--- src/rtl/lsu_pkg.sv ---
// Shared LSU types: FSM states, RV32I width codes, byte-enable patterns.
// Optional watchdog is enabled by defining LSU_TIMEOUT_EN.
package lsu_pkg;

    typedef enum logic [1:0] {
        IDLE,
        ACCESS,
        RESP,
        ERR
    } state_t;

    localparam logic [2:0] F3_B  = 3'b000;
    localparam logic [2:0] F3_H  = 3'b001;
    localparam logic [2:0] F3_W  = 3'b010;
    localparam logic [2:0] F3_BU = 3'b100;
    localparam logic [2:0] F3_HU = 3'b101;

    localparam logic [3:0] BE_B = 4'b0001;
    localparam logic [3:0] BE_H = 4'b0011;
    localparam logic [3:0] BE_W = 4'b1111;

    // Stores only know B/H/W; loads reject the three unused codes.
    function automatic logic f3_illegal(input logic wr,
                                        input logic [2:0] f3);
        logic bad;
        if (wr)
            bad = !(f3 == F3_B || f3 == F3_H || f3 == F3_W);
        else
            bad = (f3 == 3'b011 || f3 == 3'b110 || f3 == 3'b111);
        return bad;
    endfunction

endpackage

--- src/rtl/lsu_load_ext.sv ---
// Load lane select and sign/zero extension.
// Purely combinational; word is the raw memory read data.
module lsu_load_ext
    import lsu_pkg::*;
(
    input  logic [31:0] word,
    input  logic [1:0]  offset,
    input  logic [2:0]  funct3,
    output logic [31:0] data
);

    logic [7:0]  lane_b;
    logic [15:0] lane_h;

    // Pick the addressed lane, then extend according to width code.
    always_comb begin
        case (offset)
            2'd0:    lane_b = word[7:0];
            2'd1:    lane_b = word[15:8];
            2'd2:    lane_b = word[23:16];
            default: lane_b = word[31:24];
        endcase
        lane_h = offset[1] ? word[31:16] : word[15:0];
        case (funct3)
            F3_B:    data = {{24{lane_b[7]}}, lane_b};
            F3_H:    data = {{16{lane_h[15]}}, lane_h};
            F3_BU:   data = {24'd0, lane_b};
            F3_HU:   data = {16'd0, lane_h};
            default: data = word;
        endcase
    end

endmodule

--- src/rtl/lsu.sv ---
// Load/store unit: one outstanding word-bus access per request.
// Define LSU_TIMEOUT_EN to add the Mem_Ack watchdog.
module lsu
    import lsu_pkg::*;
#(
    parameter int DWIDTH  = 32,
    parameter int TIMEOUT = 255
) (
    input  logic              Clk,
    input  logic              Reset,
    input  logic              LSU_Req,
    input  logic              LSU_Write,
    input  logic [2:0]        LSU_Funct3,
    input  logic [DWIDTH-1:0] LSU_Addr,
    input  logic [DWIDTH-1:0] LSU_Store_Data,
    output logic              LSU_Busy,
    output logic              LSU_Done,
    output logic [DWIDTH-1:0] LSU_Load_Data,
    output logic              LSU_Misaligned,
    output logic              LSU_Fault,
    output logic              Mem_Req,
    output logic              Mem_We,
    output logic [DWIDTH-1:0] Mem_Addr,
    output logic [DWIDTH-1:0] Mem_Wdata,
    output logic [3:0]        Mem_Be,
    input  logic              Mem_Ack,
    input  logic [DWIDTH-1:0] Mem_Rdata
);

    state_t            state, state_nx;
    logic [DWIDTH-1:0] addr_q, wdata_q, rdata_q;
    logic [DWIDTH-1:0] wdata_d, ext_data;
    logic [3:0]        be_q, be_d;
    logic [2:0]        f3_q;
    logic              we_q, mis_q, fault_q;
    logic              illegal, misal, timeout;

    // Decode the incoming request: legality, alignment, lanes.
    always_comb begin
        illegal = f3_illegal(LSU_Write, LSU_Funct3);
        case (LSU_Funct3[1:0])
            2'b01: begin
                misal   = LSU_Addr[0];
                be_d    = BE_H << LSU_Addr[1:0];
                wdata_d = {2{LSU_Store_Data[15:0]}};
            end
            2'b10: begin
                misal   = |LSU_Addr[1:0];
                be_d    = BE_W;
                wdata_d = LSU_Store_Data;
            end
            default: begin
                misal   = 1'b0;
                be_d    = BE_B << LSU_Addr[1:0];
                wdata_d = {4{LSU_Store_Data[7:0]}};
            end
        endcase
        if (!LSU_Write)
            be_d = BE_W;
    end

`ifdef LSU_TIMEOUT_EN
    logic [7:0] wd_cnt;

    assign timeout = (wd_cnt == 8'(TIMEOUT - 1));

    // Watchdog: counts ACCESS cycles that pass without an ack.
    always_ff @(posedge Clk) begin
        if (Reset)
            wd_cnt <= 8'd0;
        else if (state == IDLE)
            wd_cnt <= 8'd0;
        else if (state == ACCESS && !Mem_Ack)
            wd_cnt <= wd_cnt + 8'd1;
    end
`else
    // TIMEOUT has no effect without the watchdog.
    logic unused_timeout;
    assign unused_timeout = ^(8'(TIMEOUT));
    assign timeout        = 1'b0;
`endif

    // State register.
    always_ff @(posedge Clk) begin
        if (Reset)
            state <= IDLE;
        else
            state <= state_nx;
    end

    // Next-state logic; requests are only looked at in IDLE.
    always_comb begin
        state_nx = state;
        unique case (state)
            IDLE:
                if (LSU_Req)
                    state_nx = (illegal || misal) ? ERR : ACCESS;
            ACCESS:
                if (Mem_Ack)
                    state_nx = RESP;
                else if (timeout)
                    state_nx = ERR;
            default:
                state_nx = IDLE;
        endcase
    end

    // Request capture and read-data capture.
    always_ff @(posedge Clk) begin
        if (Reset) begin
            addr_q  <= '0;
            wdata_q <= '0;
            rdata_q <= '0;
            be_q    <= 4'd0;
            f3_q    <= 3'd0;
            we_q    <= 1'b0;
            mis_q   <= 1'b0;
            fault_q <= 1'b0;
        end else begin
            if (state == IDLE && LSU_Req) begin
                addr_q  <= LSU_Addr;
                wdata_q <= wdata_d;
                be_q    <= be_d;
                f3_q    <= LSU_Funct3;
                we_q    <= LSU_Write;
                fault_q <= illegal;
                mis_q   <= !illegal && misal;
            end
            if (state == ACCESS) begin
                if (Mem_Ack) begin
                    rdata_q <= Mem_Rdata;
                end else if (timeout) begin
                    fault_q <= 1'b1;
                    mis_q   <= 1'b0;
                end
            end
        end
    end

    lsu_load_ext u_ext (
        .word   (rdata_q),
        .offset (addr_q[1:0]),
        .funct3 (f3_q),
        .data   (ext_data)
    );

    // Bus and pipeline outputs, all derived from state.
    always_comb begin
        LSU_Busy       = (state != IDLE);
        Mem_Req        = (state == ACCESS);
        Mem_We         = Mem_Req && we_q;
        Mem_Addr       = Mem_Req ? {addr_q[DWIDTH-1:2], 2'b00} : '0;
        Mem_Wdata      = Mem_Req ? wdata_q : '0;
        Mem_Be         = Mem_Req ? be_q : 4'd0;
        LSU_Done       = (state == RESP) || (state == ERR);
        LSU_Load_Data  = (state == RESP && !we_q) ? ext_data : '0;
        LSU_Misaligned = (state == ERR) && mis_q;
        LSU_Fault      = (state == ERR) && fault_q;
    end

endmodule

--- config.mk ---
export PLATFORM = sky130hd
export DESIGN_NAME = lsu
export DESIGN_NICKNAME = d
export VERILOG_FILES = /design/src/rtl/lsu_pkg.sv /design/src/rtl/lsu_load_ext.sv /design/src/rtl/lsu.sv
export SDC_FILE = /design/constraint.sdc
export NUM_CORES = 1
export LEC_CHECK = 0
export BUFFER_PORTS_ARGS = -buffer_cell sky130_fd_sc_hd__buf_4
export CAP_MARGIN = 20
export CORE_MARGIN = 3
export CORE_UTILIZATION = 44
export DETAILED_ROUTE_END_ITERATION = 8
export GPL_TIMING_DRIVEN = 0
export HOLD_SLACK_MARGIN = 0.02
export PLACE_DENSITY = 0.77
export SYNTH_ARGS = -nofsm -noshare
export SYNTH_HDL_FRONTEND = slang
export SYNTH_SLANG_ARGS = --single-unit
--- constraint.sdc ---
create_clock -name Clk -period 1.95 [get_ports Clk]
set_clock_uncertainty 0.05 [all_clocks]
set_input_delay 0.2925 -clock Clk [delete_from_list [all_inputs] [get_ports Clk]]
set_output_delay 0.2925 -clock Clk [all_outputs]
set_load 0.02 [all_outputs]
==> summary.txt, run 1 <==
STA
  – Post-route setup TNS: -12710 ps
  – Final count of negative-setup-slack endpoints: 100
  – Rel. slew slack: 0.601
  – Crit path time final: 2360 ps
  – Worst-margin pin slew: 598 ps
  – Peak clock frequency supported by timing: 423 MHz
  – Final hold viol count: 0
  – Unrepaired setup endpoints after global routing: yes
  – Final period util: 1.21
  – Final worst setup slack: -413 ps
  – Slew Viols, Final: 0

Worst setup path
  – Most prevalent standard cell on the critical path: buf_6
  – Endpoint required time on the critical path: 1610 ps
  – Logic depth of the worst setup path including buffers: 6
  – Cell chain of the critical path: or3b_4, or3_1, buf_6, buf_16, o2bb2ai_4, buf_6
  – Critical-path top delay cell: or3b_4
  – Worst path max stage delay: 370 ps
  – Crit-path max FO: 5
  – Category of the worst setup path launch point: flip-flop
  – Buf+Inv Stages, Crit Path: 3
  – Category of cells accounting for the largest share of critical-path delay: simple AND/OR/NAND/NOR gates
  – Worst Path Arrival: 2020 ps
  – Cell count of the worst reg-to-reg path: 6
  – Kind of capture point of the worst setup path: output pin
  – Critical path start-end classification: reg -> out

Power and ir drop
  – Worst vdd rail ir drop: 892 uV
  – Cell leakage power: 3.73 nW
  – Final Power: 0.00602 W
  – Power per Cell Area: 658 mW/mm2

Synth
  – Ys async rst share: 0
  – Number of unique standard cell types used by synthesis: 44
  – Cells taking the most area after synthesis: dfxtp_1, nand2_1, a21oi_1
  – Yosys top cell by area: dfxtp_1
  – Mean area per synthesized cell: 7.80 um2
  – Yosys reg bits: 108
  – Count of synthesis-stage warnings from yosys: 0
  – Synth top area share: 0.396
  – Part of the Yosys area used for sequential elements: 0.396
  – Number of enable flip-flop cells after synthesis: 0
  – Main flop type after synthesis: dfxtp_1
  – Number of instances in the synthesized netlist: 699
  – Netlist Area Pre-Place: 0.00545 mm2

Routing
  – Remaining routing DRC violations: 0
  – Iter 0 DRT Violations: 620
  – WL/cell: 19.0 um
  – DRT Pass-1 Iters: 5
  – Total wirelength of the detailed-routed design: 21200 um
  – Via count: 6167
  – Antenna Violating Nets Remaining: 0
  – Average via count per standard cell: 5.52

Clocking
  – CTS tree: built
  – Clock Path Buffers: 2
  – Register clock-pin slew on the reported worst setup and hold paths: 70 ps
  – CTS Sinks: 108
  – TritonCTS Buffers: 9
  – Clock network latency to the later pin of the worst-skew pair: 360 ps
  – Root buffer selected by CTS: clkbuf_16
  – H-tree depth: 3

Final layout
  – Leading cell type in the layout, fill and taps excluded: nand2_1
  – Final instance count without filler cells: 1118
  – Fraction of final layout cells sized beyond drive strength 1: 0.444
  – Post-layout net count: 1053
  – P&R area growth vs syn: 67.7%
  – Antenna cells: 0
  – Final instance area: 0.00915 mm2
  – Commonest non-fill, non-tap cells in the layout: nand2_1, buf_4, dfxtp_1

Global route
  – Pin count of the biggest net entering global routing: 18
  – Antenna violations before repair: 0
  – Congestion Overflow GR: 0
  – Overall fraction of global-route tracks in use: 0.283
  – Met3 global-route usage: 0.0902
  – Met1 demand-to-capacity share in global routing: 0.336
  – Peak-usage layer in the global routing report: met2
  – First-pass GRT wire length: 31500 um
  – GR met2 Demand/Resource: 0.474
  – Number of global-route vias before repair: 5971

Die
  – Total core area: 0.0121 mm2
  – Die ar.: 0.0138 mm2
  – Vert. Die Dim: 117 um
  – Initial core utilization: 0.452
  – Horiz. Die Dim: 117 um
  – Count of pins on the block boundary: 210
  – Placement row count: 40

Job
  – Number of max-cap violations: 0

Placement
  – Detailed placement HPWL: 13400 um
  – Count of input and output buffers: 207
  – Area after DPL: 0.00722 mm2
  – Final weighted congestion in routability-driven placement: 0.917
  – Cell count after placement: 1075
  – Post-Place Setup Slack: -369 ps

Status
  – Violated checks: negative setup slack
  – Status: complete, but fails checks

Worst hold path
  – Number of stages on the worst hold path: 3
  – Kind of path behind the tightest hold check: in -> reg
-- cell families after synthesis --
family | count (synthesis) | synth area share
simple gates | 322 | 0.284
buf+inv | 77 | 0.0619
fa+ha+maj | 4 | 0.00918
compound gates | 176 | 0.227
other cells | 1 | 0.000688
mux | 11 | 0.0206
flops | 108 | 0.396
-- cell usage after synthesis, types with 2 or more instances --
library cell,n
nor3_1,16
a211o_1,8
or3b_1,2
nand2b_1,13
a211oi_1,2
o31ai_1,7
mux2_2,2
mux2i_1,9
nor2_1,27
nor3b_2,2
o21ai_0,6
o2bb2ai_2,10
dfxtp_1,108
buf_6,3
o21bai_1,3
and3_1,2
or3_1,2
a22oi_1,8
inv_1,10
buf_4,4
nor2b_1,20
buf_2,9
clkbuf_1,48
ha_1,4
a21oi_1,89
a221oi_1,15
or2_2,3
a311oi_1,8
o2bb2ai_1,6
buf_1,3
nand3b_1,2
o311a_1,8
nor3b_1,2
and2_1,69
nand2_1,160
-- state kept, by name, indices dropped and copies added (netlist names) --
name and flops:
addr_q 32, rdata_q 32, wdata_q 32, be_q 4
f3_q 3, state 2, fault_q 1, mis_q 1
we_q 1
-- power by group --
group | internal, W | total, W | switching, W
combinational | 0.000724 | 0.00154 | 0.000819
sequential | 0.00236 | 0.00247 | 0.000110
clock | 0.00116 | 0.00201 | 0.000850
total | 0.00424 | 0.00602 | 0.00178
-- stage by stage --
step                 util  hold slack, ps
finish              0.758             130
global route        0.758             121
CTS                 0.736             120
detailed placement  0.599             392
global placement    0.599             387
floorplan               -             378
-- layout make-up --
class | count | area [um2]
Buffer | 62 | 469
Clock buffer | 10 | 239
Clock inverter | 6 | 87.6
Fill cell | 815 | 2920
Inverter | 10 | 37.5
Multi-Input combinational cell | 515 | 3670
Sequential cell | 108 | 2170
Tap cell | 168 | 210
Timing Repair Buffer | 239 | 2260
-- final timing paths --
path / start / end / slack [ps]
hold / removal: Mem_Rdata[3] / rdata_q[3] / 130
hold reg to reg: addr_q[4] / addr_q[4] / 400
setup reg to reg: state[1] / rdata_q[13] / -20
setup / recovery: we_q / LSU_Load_Data[28] / -410
-- worst register-to-register path, stage by stage, from the launching register on --
cell      delay (ps)
dfxtp_1          310
buf_4            180
and3b_1          240
clkbuf_1         280
clkbuf_1         450
nand2_1          180
a21oi_1          200
-- timing repair --
| item | 4_1_cts | 5_1_grt |
|---|---|---|
| setup buffers | 17 | 10 |
| endpoints found under the setup margin | 101 | 172 |
| hold buffers | 0 | 0 |
| gates resized for setup | 276 | 60 |
| gates cloned | 6 | 1 |
| pin swaps | 51 | 13 |
-- routing by layer --
metal | vias to the layer above | part of all wire
li1 | 2867 | -
met3 | 58 | 0.087
met5 | - | 0
met4 | 0 | 0.037
met2 | 312 | 0.49
met1 | 2930 | 0.39
Note: power is estimated with default switching activity, not from simulation.
==> run 2: changes to the inputs <==
CORE_MARGIN = 2   (was 3)
==> run 2 against run 1 <==
Compared with the run above: the run still ends with negative setup slack left; core utilization increased by 0.84 points; power decreased by 2.4%; combinational power increased by 3%; cell count increased by 0.36%; setup slack got worse by 2.2 ps; via count increased by 2.2%; global-route usage increased by 2.0 points; non-clock buffer count increased by 4; critical endpoint is now LSU_Load_Data[27]; largest cell class unchanged.
==> summary.txt, run 2 (same netlist as run 1, synthesis figures left out) <==
Status
  – Status: complete, but fails checks
  – Violated checks: negative setup slack

Clocking
  – Register clock-pin slew on the reported worst setup and hold paths: 80 ps (about the same)
  – Clock network latency to the later pin of the worst-skew pair: 360 ps (about the same)
  – CTS tree: built
  – H-tree depth: 3 (unchanged)
  – Clock Path Buffers: 2 (unchanged)
  – CTS Sinks: 108 (unchanged)
  – TritonCTS Buffers: 9 (unchanged)
  – Root buffer selected by CTS: clkbuf_16

STA
  – Unrepaired setup endpoints after global routing: yes
  – Final hold viol count: 0 (unchanged)
  – Worst-margin pin slew: 604 ps (+5.86 ps)
  – Crit path time final: 2370 ps (+2.16 ps)
  – Peak clock frequency supported by timing: 423 MHz (about the same)
  – Post-route setup TNS: -19690 ps (-6980 ps)
  – Final count of negative-setup-slack endpoints: 91 (-9.0%)
  – Slew Viols, Final: 0 (unchanged)
  – Final worst setup slack: -415 ps (-2.16 ps)
  – Final period util: 1.21 (about the same)
  – Rel. slew slack: 0.598 (-0.00390)

Final layout
  – P&R area growth vs syn: 69.5%
  – Sequential cell area: 0.00218 mm2 (+0.46%)
  – Fraction of final layout cells sized beyond drive strength 1: 0.461 (+0.0170)
  – Commonest non-fill, non-tap cells in the layout: nand2_1, buf_4, buf_6
  – Post-layout net count: 1057 (+0.38%)
  – Final instance count without filler cells: 1122 (+0.36%)
  – Largest registers: addr_q: 32 flops, rdata_q: 32 flops, wdata_q: 32 flops
  – Antenna cells: 0 (unchanged)
  – Fill cells: 780 (-4.3%)
  – Leading cell type in the layout, fill and taps excluded: nand2_1
  – Area taken by multi-input logic gates: 0.00374 mm2 (+1.9%)

Die
  – Die ar.: 0.0133 mm2 (-3.4%)
  – Placement row count: 40 (unchanged)
  – Count of pins on the block boundary: 210 (unchanged)
  – Vert. Die Dim: 115 um (-1.7%)
  – Total core area: 0.0121 mm2 (unchanged)
  – Horiz. Die Dim: 115 um (-1.7%)
  – Initial core utilization: 0.452 (unchanged)

Routing
  – Iter 0 DRT Violations: 750 (+21%)
  – Average via count per standard cell: 5.62 (+1.8%)
  – DRT Pass-1 Iters: 6 (+1)
  – WL/cell: 19.2 um (+1.0%)
  – Total wirelength of the detailed-routed design: 21500 um (+1.4%)
  – Via count: 6302 (+2.2%)
  – Remaining routing DRC violations: 0 (unchanged)
  – Antenna Violating Nets Remaining: 0 (unchanged)

Worst setup path
  – Buf+Inv Stages, Crit Path: 2 (-1)
  – Critical-path top delay cell: or3_4
  – Category of the worst setup path launch point: flip-flop
  – Critical path start-end classification: reg -> out
  – Crit-path max FO: 5 (unchanged)
  – Worst Path Arrival: 2020 ps (about the same)
  – Cell chain of the critical path: or3b_4, or3_4, buf_16, o2bb2ai_4, buf_6
  – Worst path max stage delay: 460 ps (+90 ps)
  – Kind of capture point of the worst setup path: output pin
  – Category of cells accounting for the largest share of critical-path delay: simple AND/OR/NAND/NOR gates
  – Endpoint required time on the critical path: 1610 ps (about the same)

Worst hold path
  – Kind of path behind the tightest hold check: in -> reg

Placement
  – Count of input and output buffers: 207 (unchanged)
  – Detailed placement HPWL: 13300 um (-1.2%)
  – Final weighted congestion in routability-driven placement: 0.959 (+4.5%)
  – Cell count after placement: 1075 (unchanged)

Power and ir drop
  – Worst vdd rail ir drop: 392 uV (-56%)
  – Cell leakage power: 3.76 nW (+0.80%)
  – Power per Cell Area: 635 mW/mm2 (-3.5%)

Global route
  – Pin count of the biggest net entering global routing: 21 (+3)
  – First-pass GRT wire length: 31300 um (-0.53%)
  – Congestion Overflow GR: 0 (unchanged)
  – Overall fraction of global-route tracks in use: 0.303 (+0.0200)
  – Number of global-route vias before repair: 5891 (-1.3%)
  – Antenna violations before repair: 0 (unchanged)

Job
  – Number of max-cap violations: 0 (unchanged)
-- run 2: stage by stage --
| step | hold WS [ps] | instance area, um2 | total power [W] | util | worst slack [ps] |
|---|---|---|---|---|---|
| finish | 130 | 9250 | 0.00588 | 0.767 | -415 |
| detailed placement | 393 | 7220 | 0.00360 | 0.599 | -370 |
| global placement | 387 | 7220 | 0.00358 | 0.599 | -362 |
| CTS | 125 | 8980 | 0.00572 | 0.745 | -402 |
| global route | 130 | 9250 | 0.00610 | 0.767 | -448 |
| floorplan | 378 | 5460 | 0.00312 | - | -1.93 |
-- run 2: tightest hold or removal path, stage by stage --
cell	delay (ps)
buf_4	110
nand2_1	40
a21oi_1	50
-- run 2: power by group --
part           switching [W]  internal, W  leakage [nW]
Clock               0.000924     0.000900         0.145
Sequential          0.000115      0.00236         0.889
Combinational       0.000828     0.000747          2.73
Total                0.00187      0.00401          3.76
-- run 2: per-layer routing --
layer,part of all wire,GRT usage,up-vias
li1,-,-,2891
met1,0.39,0.378,2981
met2,0.49,0.507,362
met3,0.082,0.0701,68
met4,0.033,0.118,0
met5,0,0,-
-- run 2: timing repair --
action,in CTS,in global routing
cloned,6,0
pin swaps,38,8
hold buffers,0,0
buffers inserted,22,9
setup endpoints to repair,100,199
resized for setup,293,72
-- run 2: worst paths after layout --
kind	from	to	slack (ps)	cells after the start
hold / removal	LSU_Addr[31]	addr_q[31]	130	3
setup reg to reg	state[0]	wdata_q[12]	-10	8
hold reg to reg	addr_q[8]	addr_q[8]	400	2
setup / recovery	state[0]	LSU_Load_Data[27]	-420	5
-- run 2: area by class of cell --
type | count | share of cell area
multi-input combinational | 515 | 0.405
tap | 168 | 0.0227
timing repair buffer | 243 | 0.249
sequential | 108 | 0.236
buffer | 62 | 0.0522
inverter | 10 | 0.00406
clock inverter | 7 | 0.00731
clock buffer | 9 | 0.0244
==> run 3: changes to the inputs <==
CORE_ASPECT_RATIO = 1.1   (was not set)
CTS_BUF_LIST = sky130_fd_sc_hd__clkbuf_8   (was not set)
==> run 3 against run 2 <==
Compared with the run above: the flow still finishes with violations (negative setup slack); sequential share of layout area up 0.85 points; global-route usage decreased by 1.4 points; setup slack got worse by 32 ps; via count down 3.0%; routed wire length shrank 4.7%; combinational power is 6% lower; critical endpoint is now LSU_Load_Data[17].
==> summary.txt, run 3 (same netlist as run 1, synthesis figures left out) <==
Worst setup path
  – Kind of capture point of the worst setup path: output pin
  – Cell chain of the critical path: or3b_4, or3_1, buf_6, buf_12, o2bb2ai_4, buf_6
  – Buf+Inv Stages, Crit Path: 3 (+1)
  – Worst path max stage delay: 390 ps (-70 ps)
  – Worst Path Arrival: 2050 ps (+30 ps)
  – Category of the worst setup path launch point: flip-flop
  – Endpoint required time on the critical path: 1610 ps (about the same)
  – Crit-path max FO: 6 (+1)
  – Worst setup slack for register-to-register paths: 30 ps (+40 ps)
  – Critical path start-end classification: reg -> out
  – Most prevalent standard cell on the critical path: buf_6
  – Category of cells accounting for the largest share of critical-path delay: simple AND/OR/NAND/NOR gates
  – Critical-path top delay cell: or3b_4

Routing
  – Via count: 6114 (-3.0%)
  – Total wirelength of the detailed-routed design: 20500 um (-4.7%)
  – WL/cell: 18.6 um (-3.1%)
  – Average via count per standard cell: 5.54 (-1.3%)
  – Remaining routing DRC violations: 0 (unchanged)
  – Antenna Violating Nets Remaining: 0 (unchanged)
  – DRT Pass-1 Iters: 5 (-1)
  – Iter 0 DRT Violations: 534 (-29%)

Clocking
  – CTS Sinks: 108 (unchanged)
  – Root buffer selected by CTS: clkbuf_8
  – Register clock-pin slew on the reported worst setup and hold paths: 110 ps (+30 ps)
  – H-tree depth: 3 (unchanged)
  – CTS tree: built
  – TritonCTS Buffers: 9 (unchanged)
  – Total of hold buffers inserted after clock tree synthesis: 0 (unchanged)
  – Clock Path Buffers: 2 (unchanged)
  – Clock network latency to the later pin of the worst-skew pair: 390 ps (+30 ps)

Global route
  – Congestion Overflow GR: 0 (unchanged)
  – Overall fraction of global-route tracks in use: 0.289 (-0.0136)
  – First-pass GRT wire length: 29600 um (-5.4%)
  – Antenna violations before repair: 0 (unchanged)
  – Number of global-route vias before repair: 5850 (-0.70%)
  – Pin count of the biggest net entering global routing: 18 (-14%)

STA
  – Rel. slew slack: 0.604 (+0.00634)
  – Final Hold Slack: 89.8 ps (-39.8 ps)
  – Unrepaired setup endpoints after global routing: yes
  – Final count of negative-setup-slack endpoints: 90 (-1.1%)
  – Final worst setup slack: -447 ps (-31.9 ps)
  – Worst-margin pin slew: 594 ps (-9.51 ps)
  – Peak clock frequency supported by timing: 417 MHz (-1.3%)
  – Final period util: 1.23 (+0.0164)
  – Final hold viol count: 0 (unchanged)
  – Crit path time final: 2400 ps (+31.9 ps)
  – Slew Viols, Final: 0 (unchanged)

Final layout
  – Area taken by multi-input logic gates: 0.00361 mm2 (-3.4%)
  – Fraction of final layout cells sized beyond drive strength 1: 0.431 (-0.0302)
  – Core Util, Final: 0.738 (-0.0289)
  – Leading cell type in the layout, fill and taps excluded: nand2_1
  – P&R area growth vs syn: 63.5%
  – Sequential cell area: 0.00218 mm2 (-0.11%)
  – Commonest non-fill, non-tap cells in the layout: nand2_1, buf_4, buf_6
  – Largest registers: addr_q: 32 flops, rdata_q: 32 flops, wdata_q: 32 flops
  – Antenna cells: 0 (unchanged)
  – Post-layout net count: 1052 (-0.47%)
  – Fill cells: 892 (+14%)

Power and ir drop
  – Share of power burned in registers: 0.457 (+0.036)
  – Final Power: 0.00541 W (-7.9%)
  – Worst vdd rail ir drop: 395 uV (+0.62%)
  – Net switching fraction of the power: 0.317 (-0.000488)
  – Internal power component: 0.00369 W (-7.9%)
  – Cell leakage power: 3.66 nW (-2.7%)
  – Power per Cell Area: 607 mW/mm2 (-4.5%)
  – Clock power share: 0.267 (-0.044)
  – Switching power: 0.00172 W (-8.1%)
  – Combinational share of power: 0.276 (+0.008)

Status
  – Status: complete, but fails checks
  – Violated checks: negative setup slack

Worst hold path
  – Kind of path behind the tightest hold check: in -> reg

Die
  – Initial core utilization: 0.451 (-0.000936)
  – Count of pins on the block boundary: 210 (unchanged)
  – Die ar.: 0.0133 mm2 (about the same)
  – Placement row count: 42 (+5.0%)
  – Total core area: 0.0121 mm2 (+0.21%)
  – Horiz. Die Dim: 110 um (-4.5%)
  – Vert. Die Dim: 121 um (+4.7%)

Placement
  – Final weighted congestion in routability-driven placement: 0.897 (-6.5%)
  – Count of input and output buffers: 207 (unchanged)
  – Detailed placement HPWL: 13100 um (-0.92%)

Job
  – Number of max-cap violations: 0 (unchanged)
==> run 3: cell types whose count changed in the layout (fill, tap and decap cells not counted), moves of 4 or more <==
cell,change
buf_8,-7
and2_1,+5
a221oi_2,-8
clkbuf_16,-8
and2_4,-5
clkbuf_8,+10
a221oi_1,+8
o31ai_1,+4
o31ai_2,-4
==> run 3: through the flow <==
| stage | std cells | worst slack, ps | TNS, ps | cell area (um2) |
|---|---|---|---|---|
| 3_3_place_gp | 1061 | -497 | -15390 | 7210 |
| 4_1_cts | 1097 | -449 | -15750 | 8590 |
| 3_5_place_dp | 1061 | -498 | -15560 | 7210 |
| 2_1_floorplan | 700 | -1.93 | -19.3 | 5460 |
| 5_1_grt | 1103 | -468 | -20490 | 8920 |
| 6_report | 1103 | -447 | -15870 | 8920 |
==> run 3: worst reg2reg max path, delay by kind of cell (launching register included) <==
family,cells,cell delay [ps]
AND/OR/NAND/NOR,2,460
flip-flops,1,360
buffers and inverters,4,650
AO/OA/AOI/OAI,1,270
==> run 3: cell type report <==
| type | count | share of cell area |
|---|---|---|
| Clock buffer | 10 | 0.0154 |
| Clock inverter | 6 | 0.00716 |
| Tap cell | 154 | 0.0216 |
| Buffer | 61 | 0.0457 |
| Sequential cell | 108 | 0.244 |
| Multi-Input combinational cell | 515 | 0.405 |
| Timing Repair Buffer | 239 | 0.256 |
| Inverter | 10 | 0.00421 |
==> run 3: repair_timing <==
action                                  4_1_cts  5_1_grt
gates resized for setup                     232       86
cloned                                        2        4
buffers inserted                             20        9
endpoints found under the setup margin      100      178
pin swaps                                    55       36
==> run 3: worst paths after layout <==
path           startpoint                 to  cells past startpoint
max                  we_q  LSU_Load_Data[17]                      6
min          Mem_Rdata[0]         rdata_q[0]                      3
max reg2reg      state[0]         wdata_q[8]                      7
min reg2reg    rdata_q[2]         rdata_q[2]                      2
==> run 3: power groups by stage <==
| stage | Clock [W] | Combinational [W] | Sequential, W |
|---|---|---|---|
| floorplan | 0 | 0.000658 | 0.00247 |
| global placement | 0 | 0.00109 | 0.00249 |
| detailed placement | 0 | 0.00110 | 0.00249 |
| CTS | 0.00146 | 0.00134 | 0.00246 |
| global route | 0.00154 | 0.00160 | 0.00249 |
| finish | 0.00145 | 0.00149 | 0.00247 |
==> run 3: layer usage <==
layer / global-route usage / part of all wire
met3: 0.0496 / 0.074
met5: 0 / 0
met2: 0.480 / 0.50
met1: 0.354 / 0.38
met4: 0.152 / 0.049
